===== src/rtl/param_ram_loader_pkg.sv =====
// Shared coprocessor definitions for the parameter RAM load sequencer.
package param_ram_loader_pkg;

  // Loader FSM states. IDLE is transient after reset; LOAD writes words,
  // DRAIN swallows the tail of an over-long frame, VALID freezes the RAM.
  typedef enum logic [1:0] {
    IDLE  = 2'd0,
    LOAD  = 2'd1,
    DRAIN = 2'd2,
    VALID = 2'd3
  } ldr_state_t;

  // Width of the good-frame counter; it wraps naturally.
  localparam int FRAME_CNT_W = 16;

endpackage


===== src/rtl/param_ram_loader.sv =====
// Load sequencer for the coprocessor parameter RAM. Writes exactly DEPTH
// words per framed stream, flags malformed frames, and holds the RAM
// frozen (stream back-pressured) while the compute engine reads it.
//
// Handshake: a stream beat transfers on a rising edge where s_tvalid and
// s_tready are both high; s_tready is a pure decode of the state register,
// so it never depends combinationally on s_tvalid or any other input.
module param_ram_loader
  import param_ram_loader_pkg::*;
#(
  parameter int WIDTH = 32,
  parameter int DEPTH = 32,
  localparam int AW = (DEPTH > 1) ? $clog2(DEPTH) : 1
) (
  input  logic                   clk,
  input  logic                   resetn,
  input  logic [WIDTH-1:0]       s_tdata,
  input  logic                   s_tvalid,
  input  logic                   s_tlast,
  output logic                   s_tready,
  output logic                   ram_we,
  output logic [AW-1:0]          ram_w_addr,
  output logic [WIDTH-1:0]       ram_di,
  output logic                   data_valid,
  input  logic                   compute_done,
  input  logic                   err_clr,
  output logic                   load_err,
  output logic [FRAME_CNT_W-1:0] frame_cnt,
  output logic [1:0]             dbg_state
);

  ldr_state_t             r_state;
  ldr_state_t             w_state_next;
  logic [AW-1:0]          r_wr_ptr;
  logic [AW-1:0]          w_ptr_next;
  logic [FRAME_CNT_W-1:0] r_frame_cnt;
  logic                   r_load_err;
  logic                   w_err_set;
  logic                   w_cnt_inc;
  logic                   w_accept;
  logic                   w_ptr_last;

  // Output decode: ready/valid come only from the state register.
  assign s_tready   = (r_state == LOAD) || (r_state == DRAIN);
  assign data_valid = (r_state == VALID);
  assign w_accept   = s_tvalid && s_tready;
  assign w_ptr_last = (r_wr_ptr == AW'(DEPTH - 1));

  // Zero-latency write path straight from the stream into the RAM port.
  assign ram_we     = w_accept && (r_state == LOAD);
  assign ram_w_addr = r_wr_ptr;
  assign ram_di     = s_tdata;

  assign load_err   = r_load_err;
  assign frame_cnt  = r_frame_cnt;
  assign dbg_state  = r_state;

  // Next-state, pointer and error/counter event decode.
  always_comb begin
    w_state_next = r_state;
    w_ptr_next   = r_wr_ptr;
    w_err_set    = 1'b0;
    w_cnt_inc    = 1'b0;
    case (r_state)
      IDLE: w_state_next = LOAD;
      LOAD: begin
        if (w_accept) begin
          if (w_ptr_last) begin
            w_ptr_next = '0;
            if (s_tlast) begin
              w_cnt_inc    = 1'b1;
              w_state_next = VALID;
            end else begin
              // Over-long frame: last slot is written, the rest discarded.
              w_err_set    = 1'b1;
              w_state_next = DRAIN;
            end
          end else if (s_tlast) begin
            // Short frame: restart at address 0 and keep loading.
            w_err_set  = 1'b1;
            w_ptr_next = '0;
          end else begin
            w_ptr_next = r_wr_ptr + AW'(1);
          end
        end
      end
      DRAIN: begin
        if (w_accept && s_tlast) w_state_next = LOAD;
      end
      VALID: begin
        if (compute_done) w_state_next = LOAD;
      end
      default: w_state_next = IDLE;
    endcase
  end

  // State, pointer, counter and sticky error registers.
  always_ff @(posedge clk) begin
    if (!resetn) begin
      r_state     <= IDLE;
      r_wr_ptr    <= '0;
      r_frame_cnt <= '0;
      r_load_err  <= 1'b0;
    end else begin
      r_state  <= w_state_next;
      r_wr_ptr <= w_ptr_next;
      if (w_cnt_inc) r_frame_cnt <= r_frame_cnt + FRAME_CNT_W'(1);
      // A new error in the same cycle as a clear keeps the flag set.
      if (w_err_set)    r_load_err <= 1'b1;
      else if (err_clr) r_load_err <= 1'b0;
    end
  end

endmodule

===== config.mk =====
export PLATFORM = sky130hd
export DESIGN_NAME = param_ram_loader
export DESIGN_NICKNAME = d
export VERILOG_FILES = /design/src/rtl/param_ram_loader_pkg.sv /design/src/rtl/param_ram_loader.sv
export SDC_FILE = /design/constraint.sdc
export NUM_CORES = 1
export LEC_CHECK = 0
export BUFFER_PORTS_ARGS = -buffer_cell sky130_fd_sc_hd__buf_4
export CORE_MARGIN = 2
export CORE_UTILIZATION = 30
export CTS_BUF_LIST = sky130_fd_sc_hd__clkbuf_4
export DETAILED_ROUTE_END_ITERATION = 10
export SLEW_MARGIN = 20
export SYNTH_ARGS = -nofsm -noshare
export SYNTH_HDL_FRONTEND = slang
export SYNTH_SLANG_ARGS = --single-unit

===== constraint.sdc =====
create_clock -name clk -period 3.5 [get_ports clk]
set_clock_uncertainty 0.05 [all_clocks]
set_input_delay 0.7 -clock clk [delete_from_list [all_inputs] [get_ports clk]]
set_output_delay 0.7 -clock clk [all_outputs]
set_load 0.02 [all_outputs]

After elaboration in Yosys (flattened, before gate mapping)
Index checks and enable logic that the tools add are counted.

operators by class
  add/subtract/negate cells = 2
  equality and inequality tests = 8
  mux-type cells = 18
  reductions and logical operators = 8

operator list
  operator               number
  $add 16x1->16 const B  1
  $mux 1                 11
  $mux 5                 2
  $mux 2                 4
  $pmux 2 s4             1
  $add 5x1->5 const B    1
  $eq 5x5->1 const B     1
  $eq 2x2->1 const B     2
  $ne 2x1->1 const B     2
  $ne 2x2->1 const B     2
  $reduce_and 4->1       1
  $logic_and 1x1->1      3
  $eq 2x1->1 const B     1
  $logic_not 2->1        1
  $reduce_and 2->1       1
  $reduce_bool 2->1      1
  $logic_or 1x1->1       1

word-level totals
  register bits = 24
  bits of input ports = 38
  output and inout port bits = 59
  word-level logic and storage cells = 40

Longest topological paths before layout
Gate-level depths: netlist of the first run.

  depth after elaboration = 6
  gate-level depth with buffers = 7
  mapped depth without buffers = 7

Worst setup path before layout of the first run
No wires, ideal clock.

  path type = register -> register
  start = register r_wr_ptr[0] (netlist: ram_w_addr[0])
  end = register r_frame_cnt[14] (netlist: frame_cnt[14])
  setup time = 115 ps
  arrival time = 1909 ps
  data required time = 3335 ps
  slack = 1426 ps
  cell stages (with the launch flop) = 8
  buffers on the path = 0
  clock period less this slack = 2074 ps
  path through = dfxtp_1 ha_1 and3_1 ha_1 nand4b_1 nor3_2 a21oi_1 o21a_1

on the way
  longest elaborated chain between the ends = 4

ends and longest elaborated chain
  what                    line                     RTL
  start, declared         param_ram_loader.sv:34   logic [AW-1:0] r_wr_ptr;
  start signal, assigned  param_ram_loader.sv:106  r_wr_ptr <= w_ptr_next;
  $eq 5x5->1              param_ram_loader.sv:47   assign w_ptr_last = (r_wr_ptr == AW'(DEPTH - 1));
  $mux 1                  param_ram_loader.sv:68   if (w_ptr_last) begin
  $mux 1                  param_ram_loader.sv:67   if (w_accept) begin
  $mux 1                  param_ram_loader.sv:64   case (r_state)
  end signal, assigned    param_ram_loader.sv:107  if (w_cnt_inc) r_frame_cnt <= r_frame_cnt + FRAME_CNT_W'(1);
  end, declared           param_ram_loader.sv:36   logic [FRAME_CNT_W-1:0] r_frame_cnt;

No other way between the ends.
A chain may end at the register's enable or synchronous reset.

Worst setup path in the final report of the first run
  start = register r_state[1] (netlist: dbg_state[1])
  end = output port ram_we

on the way
  longest elaborated chain between the ends = 4
  elaborated cells between the ends (all ways) = 5
  classes of those cells = eq/ne: 2; reduce/logical: 3

ends and longest elaborated chain
  what                                      line                                            RTL
  start, declared                           param_ram_loader.sv:32                          ldr_state_t r_state;
  start signal, assigned                    param_ram_loader.sv:105                         r_state <= w_state_next;
  $eq 2x1->1 or $eq 2x2->1 (tied branches)  param_ram_loader.sv:44, param_ram_loader.sv:50
  $logic_or 1x1->1                          param_ram_loader.sv:44                          assign s_tready = (r_state == LOAD) || (r_state == DRAIN);
  $logic_and 1x1->1                         param_ram_loader.sv:46                          assign w_accept = s_tvalid && s_tready;
  $logic_and 1x1->1 *                       param_ram_loader.sv:50                          assign ram_we = w_accept && (r_state == LOAD);
  end, declared                             param_ram_loader.sv:21                          output logic ram_we,

Every way passes the cells marked *; elsewhere a longest branch is shown, timed or not.

==> run metrics, run 1 <==
status finished, final reports clean; Synth cell types 30; sequential area share after synthesis 33.0%; number of synthesized flops with an enable pin 0; GR Overflow Total 0; GR Layer Usage met1 12.1%; vias post-DR 1,050; Detailed Place HPWL 2020 um; Final ANT Viol Nets 0; clock buffer depth 2; CP endpoint kind output pin; most frequent CP cell inv_1; Max Transition Viols Final 0; layout cells sized above 1 21.6%; nets 222; final setup vio count 0; fin crit period 2.29 ns; initial antenna violation count 0; WHS 0.452 ns; cell family with most CP delay flip-flops; LEAKAGE 0.661 nW; yosys warns 0; Top Usage Layer GRT met2; area grow syn2layout 5.32%; final instance count without filler cells 230; DR pass1 iterations 4; clk_lat worst skew 0.32 ns; Detailed Route Iter0 Violations 35; Post-Synthesis Cell Area 1460 um^2; CTS tree done; Via density 4.57; Critical Path Start Type register; CP Data Required Time 2.75 ns; Power Dens Cells 370 nW/um^2; post-synthesis average cell area 8.33 um^2; largest net degree at the start of global routing 20; Rel. slew slack 64.3%; met2 Resource Use GR 16.1%; chip width 73.7 um; Post-CTS Setup Bufs 0; ranking of synthesized cells by area dfxtp_1 (33%), buf_4 (17%), ha_1 (6.0%); ys flop type dfxtp_1; Root Driver clkbuf_4; Async SR Flop Fraction 0%; Critical-path top delay cell dfxtp_1; vias in the first global route 946; clock transition at the registers of the reported paths 0.14 ns; GRT Overall Usage 9.95%; TNS Setup 0 ns; max-cap viol count 0; Worst Max-Slew Pin Slew 0.532 ns; CP bufs+invs 3; crit-path cells inv_1 > ha_1 > nand2_1 > inv_1 > buf_4; placeable core area 4690 um^2; number of fill cells 519; met3 Track Usage GR 3.84%; Initial Util 31.1%; fmax 436 MHz; die boundary height 73.7 um; Sink Count 24; cts hold-fix bufs 0; worst path arrival time 1.54 ns; die area 5430 um^2; Max IR drop VDD 149 uV; first-pass GRT wire length 4280 um; Hold Vio Cnt, Final 0; #FFs+latches synth 24; slowest stage delay, CP 0.43 ns; CTS Buf Count 3; Diodes inserted 0; Post-Syn Nets 220; FP Rows 25; DRC 0; Yosys top cell area share 33.0%; Tightest Hold Check Type register to register; drt wl/cell 11.4 um; Crit Path Category register to output pin; post-place setup slack 1.36 ns; placed instance count 226; Final Cycle Share 65.5%; final WL 2630 um; Layout Utilization 32.7%; Max Fanout on Critical Path 8; setup ws final 1.21 ns; PortBufs 32; RSZ-0062 raised after global routing no; # resized after CTS 0; H-tree depth 1; Cells after Synth 175; Ports 97; RD Place Congestion 0.736; largest area contributor in the netlist dfxtp_1
## state kept, by name, summed over array words and instances, names as in the netlist
signal / flops
frame_cnt: 16
load_err: 1
dbg_state: 2
ram_w_addr: 5
## final timing paths
kind / startpoint / end / slack, ns / cells past startpoint
setup / recovery: dbg_state[1] / ram_we / 1.21 / 5
hold / removal: frame_cnt[15] / frame_cnt[15] / 0.45 / 2
hold reg to reg: frame_cnt[15] / frame_cnt[15] / 0.45 / 2
setup reg to reg: ram_w_addr[0] / frame_cnt[15] / 1.33 / 7
## worst reg2reg max path: stages (launching register included)
cell      delay, ns
dfxtp_1        0.43
ha_1           0.21
and3_1         0.19
ha_1           0.21
nand4b_1       0.29
nor3_1         0.42
nand3_1        0.14
mux2i_1        0.14
## final cells by class
type / instances / area [um^2] / area share, %
clock buffers: 3 / 22.5 / 1.47
clock inverters: 1 / 3.75 / 0.244
inverters: 12 / 45.0 / 2.93
multi-input cells: 104 / 676 / 44.0
flip-flops and latches: 24 / 480 / 31.3
well taps: 54 / 67.6 / 4.40
repair buffers: 32 / 240 / 15.6
## cells by family after synthesis
family | Yosys count | synth area share [%]
compound gates | 14 | 6.44
xor+xnor | 11 | 6.61
fa+ha+maj | 7 | 6.01
buf+inv | 47 | 20.7
flops | 24 | 33.0
mux | 6 | 4.12
simple gates | 66 | 23.2
## synth_stat cells, drive strengths merged (4+ instances only)
master,number
nor4,5
mux2i,6
nand3,6
nand2,15
buf,34
dfxtp,24
nand2b,4
nor3,9
a21oi,4
xnor2,10
ha,7
inv,11
nor2,19
## through the flow
stage	cell area, um^2	power (mW)
final	1540	0.567
after global routing	1540	0.601
after CTS	1540	0.578
after detailed placement	1510	0.448
after global placement	1510	0.448
after floorplan	1460	0.451
## report_power, final
group / internal (mW) / total (mW) / switching [mW] / leakage [nW]
Combinational: 0.0642 / 0.146 / 0.0822 / 0.452
Sequential: 0.283 / 0.294 / 0.0118 / 0.194
Clock: 0.0417 / 0.127 / 0.0850 / 0.0154
## placed cells by master (no fill, tap or decap), types with 2 or more instances in the layout
cell type | synthesis | layout
a22oi_1 | 2 | 2
nor3_1 | 8 | 8
clkinv_1 | 1 | 2
nand2b_1 | 4 | 4
mux2i_1 | 6 | 6
buf_4 | 33 | 32
clkbuf_4 | 0 | 3
ha_1 | 7 | 7
nor4_1 | 5 | 5
a311oi_1 | 2 | 2
nand4_1 | 2 | 2
xnor2_1 | 10 | 10
o21ai_0 | 3 | 3
nand2_1 | 15 | 15
and3_1 | 2 | 2
nor2_1 | 19 | 19
nand3_1 | 6 | 6
a21oi_1 | 4 | 4
inv_1 | 11 | 11
dfxtp_1 | 24 | 24
## metal layers
layer,routed length (um),vias up,part of all wire [%]
met5,0,-,0
li1,-,558,-
met4,23,0,0.88
met3,206,2,7.8
met1,1190,464,45
met2,1200,26,46
(Power assumes the default switching activity.)
==> inputs of run 2 (changes only) <==
==> constraint.sdc (replaced) <==
create_clock -name clk -period 2.4 [get_ports clk]
set_clock_uncertainty 0.05 [all_clocks]
set_input_delay 0.48 -clock clk [delete_from_list [all_inputs] [get_ports clk]]
set_output_delay 0.48 -clock clk [all_outputs]
set_load 0.02 [all_outputs]
==> run metrics, run 2 (synthesis results as in run 1) <==
Worst Max-Slew Pin Slew 0.543 ns; Final Cell Area 1540 um^2; largest net degree at the start of global routing 20; DR pass1 iterations 4; CTS tree done; Max Transition Viols Final 0; r2r worst-path depth 7; Diodes inserted 0; switch share 31.3%; CTS Buf Count 3; Pint 566 uW; worst path arrival time 2.35 ns; RSZ-0062 raised after global routing no; GR Overflow Total 0; die boundary height 73.7 um; Clock power frac 22.1%; Initial Util 31.1%; vias post-DR 1,054; clock buffer depth 2; Sink Count 24; status finished, final reports clean; GRT Overall Usage 10.3%; PortBufs 32; layout cells sized above 1 22.2%; vias in the first global route 964; Layout Utilization 32.8%; Via density 4.58; CP endpoint kind register; FP Rows 25; cts hold-fix bufs 0; final instance count without filler cells 230; chip width 73.7 um; max FFs per register 16; area grow syn2layout 5.67%; first-pass GRT wire length 4440 um; setup ws final 0.221 ns; Max Fanout on Critical Path 7; fin crit period 2.18 ns; commonest non-fill, non-tap cell in the layout buf_4; Detailed Place HPWL 2050 um; most frequent cells in the layout buf_4 (32), dfxtp_1 (24), nor2_1 (19); Max IR drop VDD 208 uV; Crit Path Category register to register; max-cap viol count 0; Detailed Route Iter0 Violations 24; Final ANT Viol Nets 0; LEAKAGE 0.661 nW; fmax 459 MHz; clock transition at the registers of the reported paths 0.12 ns; Rel. slew slack 63.6%; sequential group share of total power 52.1%; Reg2Reg Setup Slack 0.22 ns; Combinational Power Share 25.9%; RD Place Congestion 0.736; H-tree depth 1; TNS Setup 0 ns; WHS 0.402 ns; drt wl/cell 11.6 um; initial antenna violation count 0; Hold Vio Cnt, Final 0; nets 222; Ports 97; Final Cycle Share 90.8%; DRC 0; number of fill cells 511; Worst Hold Depth 2; Power Dens Cells 535 nW/um^2; placed instance count 226; final WL 2670 um; CP Data Required Time 2.57 ns; Critical Path Start Type register; die area 5430 um^2; clk_lat worst skew 0.31 ns; Tightest Hold Check Type input port to register; post-place setup slack 0.252 ns; placed instance area 1510 um^2; Root Driver clkbuf_4; final setup vio count 0; placeable core area 4690 um^2; switching power 258 uW; Final Power 825 uW
[run 2: worst max-delay path, stage by stage (launching register included)]
cell and delay [ns]:
dfxtp_1 0.43, ha_1 0.21, and3_1 0.19, ha_1 0.21, nand4b_1 0.32, nor3_2 0.39
a21oi_1 0.11, o21a_1 0.19
[run 2: path summary, 6_finish.rpt]
path                      start       endpoint
setup / recovery  ram_w_addr[0]  frame_cnt[14]
hold reg to reg   frame_cnt[15]  frame_cnt[15]
hold / removal           resetn  frame_cnt[14]
setup reg to reg  ram_w_addr[0]  frame_cnt[14]
[run 2: cell type report]
class                      instances  area (um^2)  share of cell area [%]
multi-input combinational        104          681                    44.2
inverter                          12         45.0                    2.92
clock buffer                       3         22.5                    1.46
timing repair buffer              32          240                    15.6
sequential                        24          480                    31.2
clock inverter                     1         3.75                   0.244
tap                               54         67.6                    4.39
[run 2: power by group through the flow]
stage	logic [mW]	registers [mW]	clock network [mW]
global placement	0.215	0.439	0
finish	0.213	0.429	0.182
floorplan	0.206	0.452	0
global route	0.234	0.433	0.205
CTS	0.216	0.430	0.196
detailed placement	0.215	0.439	0
[run 2: repair_timing]
| item | 4_1_cts | 5_1_grt |
|---|---|---|
| gates resized for setup | 0 | 1 |
| setup endpoints to repair | 0 | 1 |
| buffers inserted | 0 | 0 |
[run 2: layer usage]
metal / track usage [%] / routed length, um / vias to the layer above
met4: 2.63 / 21 / 0
met1: 13.1 / 1210 / 468
met5: 0 / 0 / -
met3: 4.12 / 214 / 2
li1: - / - / 560
met2: 16.1 / 1220 / 24
==> inputs of run 3 (changes only) <==
--- a/config.mk
+++ b/config.mk
@@ -6,7 +6,6 @@
 export NUM_CORES = 1
 export LEC_CHECK = 0
 export BUFFER_PORTS_ARGS = -buffer_cell sky130_fd_sc_hd__buf_4
-export CORE_MARGIN = 2
 export CORE_UTILIZATION = 30
 export CTS_BUF_LIST = sky130_fd_sc_hd__clkbuf_4
 export DETAILED_ROUTE_END_ITERATION = 10
==> run metrics, run 3 (synthesis results as in run 1) <==
final WL 2680 um; chip width 71.7 um; Max Transition Viols Final 0; Ports 97; area of the multi-input gates 681 um^2; clock transition at the registers of the reported paths 0.13 ns; cts hold-fix bufs 0; placed instance area 1510 um^2; Rel. slew slack 66.5%; LEAKAGE 0.666 nW; Root Driver clkbuf_4; placeable core area 4500 um^2; WHS 0.405 ns; first-pass GRT wire length 4400 um; Hold Vio Cnt, Final 0; max-cap viol count 0; Power Dens Cells 533 nW/um^2; CP endpoint kind register; Detailed Place HPWL 2060 um; layout cells sized above 1 22.6%; nets 223; RD Place Congestion 0.763; FP Rows 24; GR Overflow Total 0; # resized after CTS 0; die area 5140 um^2; max FFs per register 16; initial antenna violation count 0; vias post-DR 1,064; Post-CTS Setup Bufs 0; final setup vio count 0; die boundary height 71.7 um; Via density 4.65; Final Cell Area 1550 um^2; commonest non-fill, non-tap cell in the layout buf_4; GRT Overall Usage 10.6%; fin crit period 2.17 ns; Worst Max-Slew Pin Slew 0.502 ns; setup ws final 0.233 ns; Final Cycle Share 90.3%; DR pass1 iterations 5; RSZ-0062 raised after global routing yes; fmax 461 MHz; Diodes inserted 0; CTS Buf Count 3; largest net degree at the start of global routing 14; Max Fanout on Critical Path 7; area grow syn2layout 6.01%; CTS tree done; Sink Count 24; Layout Utilization 34.3%; vias in the first global route 940; status finished, final reports clean; Max IR drop VDD 168 uV; Tightest Hold Check Type input port to register; Detailed Route Iter0 Violations 38; drt wl/cell 11.7 um; most frequent cells in the layout buf_4 (33), dfxtp_1 (24), nor2_1 (19); clk_lat worst skew 0.31 ns; clock buffer depth 2; DRC 0; worst path arrival time 2.34 ns; Initial Util 32.4%; number of fill cells 485; Critical Path Start Type register; CP Data Required Time 2.57 ns; PortBufs 32; post-place setup slack 0.247 ns; FF+latch area 480 um^2; Crit Path Category register to register; Final ANT Viol Nets 0; H-tree depth 1
[run 3: changes by cell type in the layout (fill, tap and decap cells not counted)]
cell   before  now
buf_4      32   33
[run 3: worst paths after layout]
kind                  from             to  slack, ns  cells after the start
max          ram_w_addr[0]  frame_cnt[14]       0.23                      7
min                 resetn  frame_cnt[14]       0.41                      2
max reg2reg  ram_w_addr[0]  frame_cnt[14]       0.23                      7
min reg2reg  frame_cnt[15]  frame_cnt[15]       0.44                      2
[run 3: power breakdown]
part           total [mW]  internal, mW  switching [mW]
combinational       0.215        0.0945           0.120
clock               0.179        0.0607           0.119
sequential          0.429         0.412          0.0166
total               0.823         0.567           0.256
[run 3: metrics by stage]
step / cells / setup TNS, ns / power [mW]
detailed placement: 225 / 0 / 0.656
finish: 229 / 0 / 0.823
global route: 229 / -0.0223 / 0.875
CTS: 229 / 0 / 0.837
floorplan: 175 / 0 / 0.658
global placement: 225 / 0 / 0.657
[run 3: layout make-up]
| type | instances | share of cell area [%] |
|---|---|---|
| clock inverter | 1 | 0.243 |
| multi-input combinational | 104 | 44.0 |
| inverter | 12 | 2.91 |
| timing repair buffer | 33 | 16.0 |
| clock buffer | 3 | 1.46 |
| sequential | 24 | 31.1 |
| tap | 52 | 4.21 |
[run 3: routing by layer]
| layer | track usage [%] | wire, um | up-vias |
|---|---|---|---|
| met1 | 15.5 | 1340 | 470 |
| met3 | 1.97 | 159 | 2 |
| met4 | 5.23 | 32 | 0 |
| li1 | - | - | 560 |
| met5 | 0 | 0 | - |
| met2 | 14.9 | 1150 | 32 |
[run 3: worst max-delay path, stage by stage, from the launching register on]
cell      delay, ns
dfxtp_1        0.43
ha_1           0.21
and3_1         0.19
ha_1           0.21
nand4b_1       0.30
nor3_2         0.38
a21oi_1        0.11
o21a_1         0.19
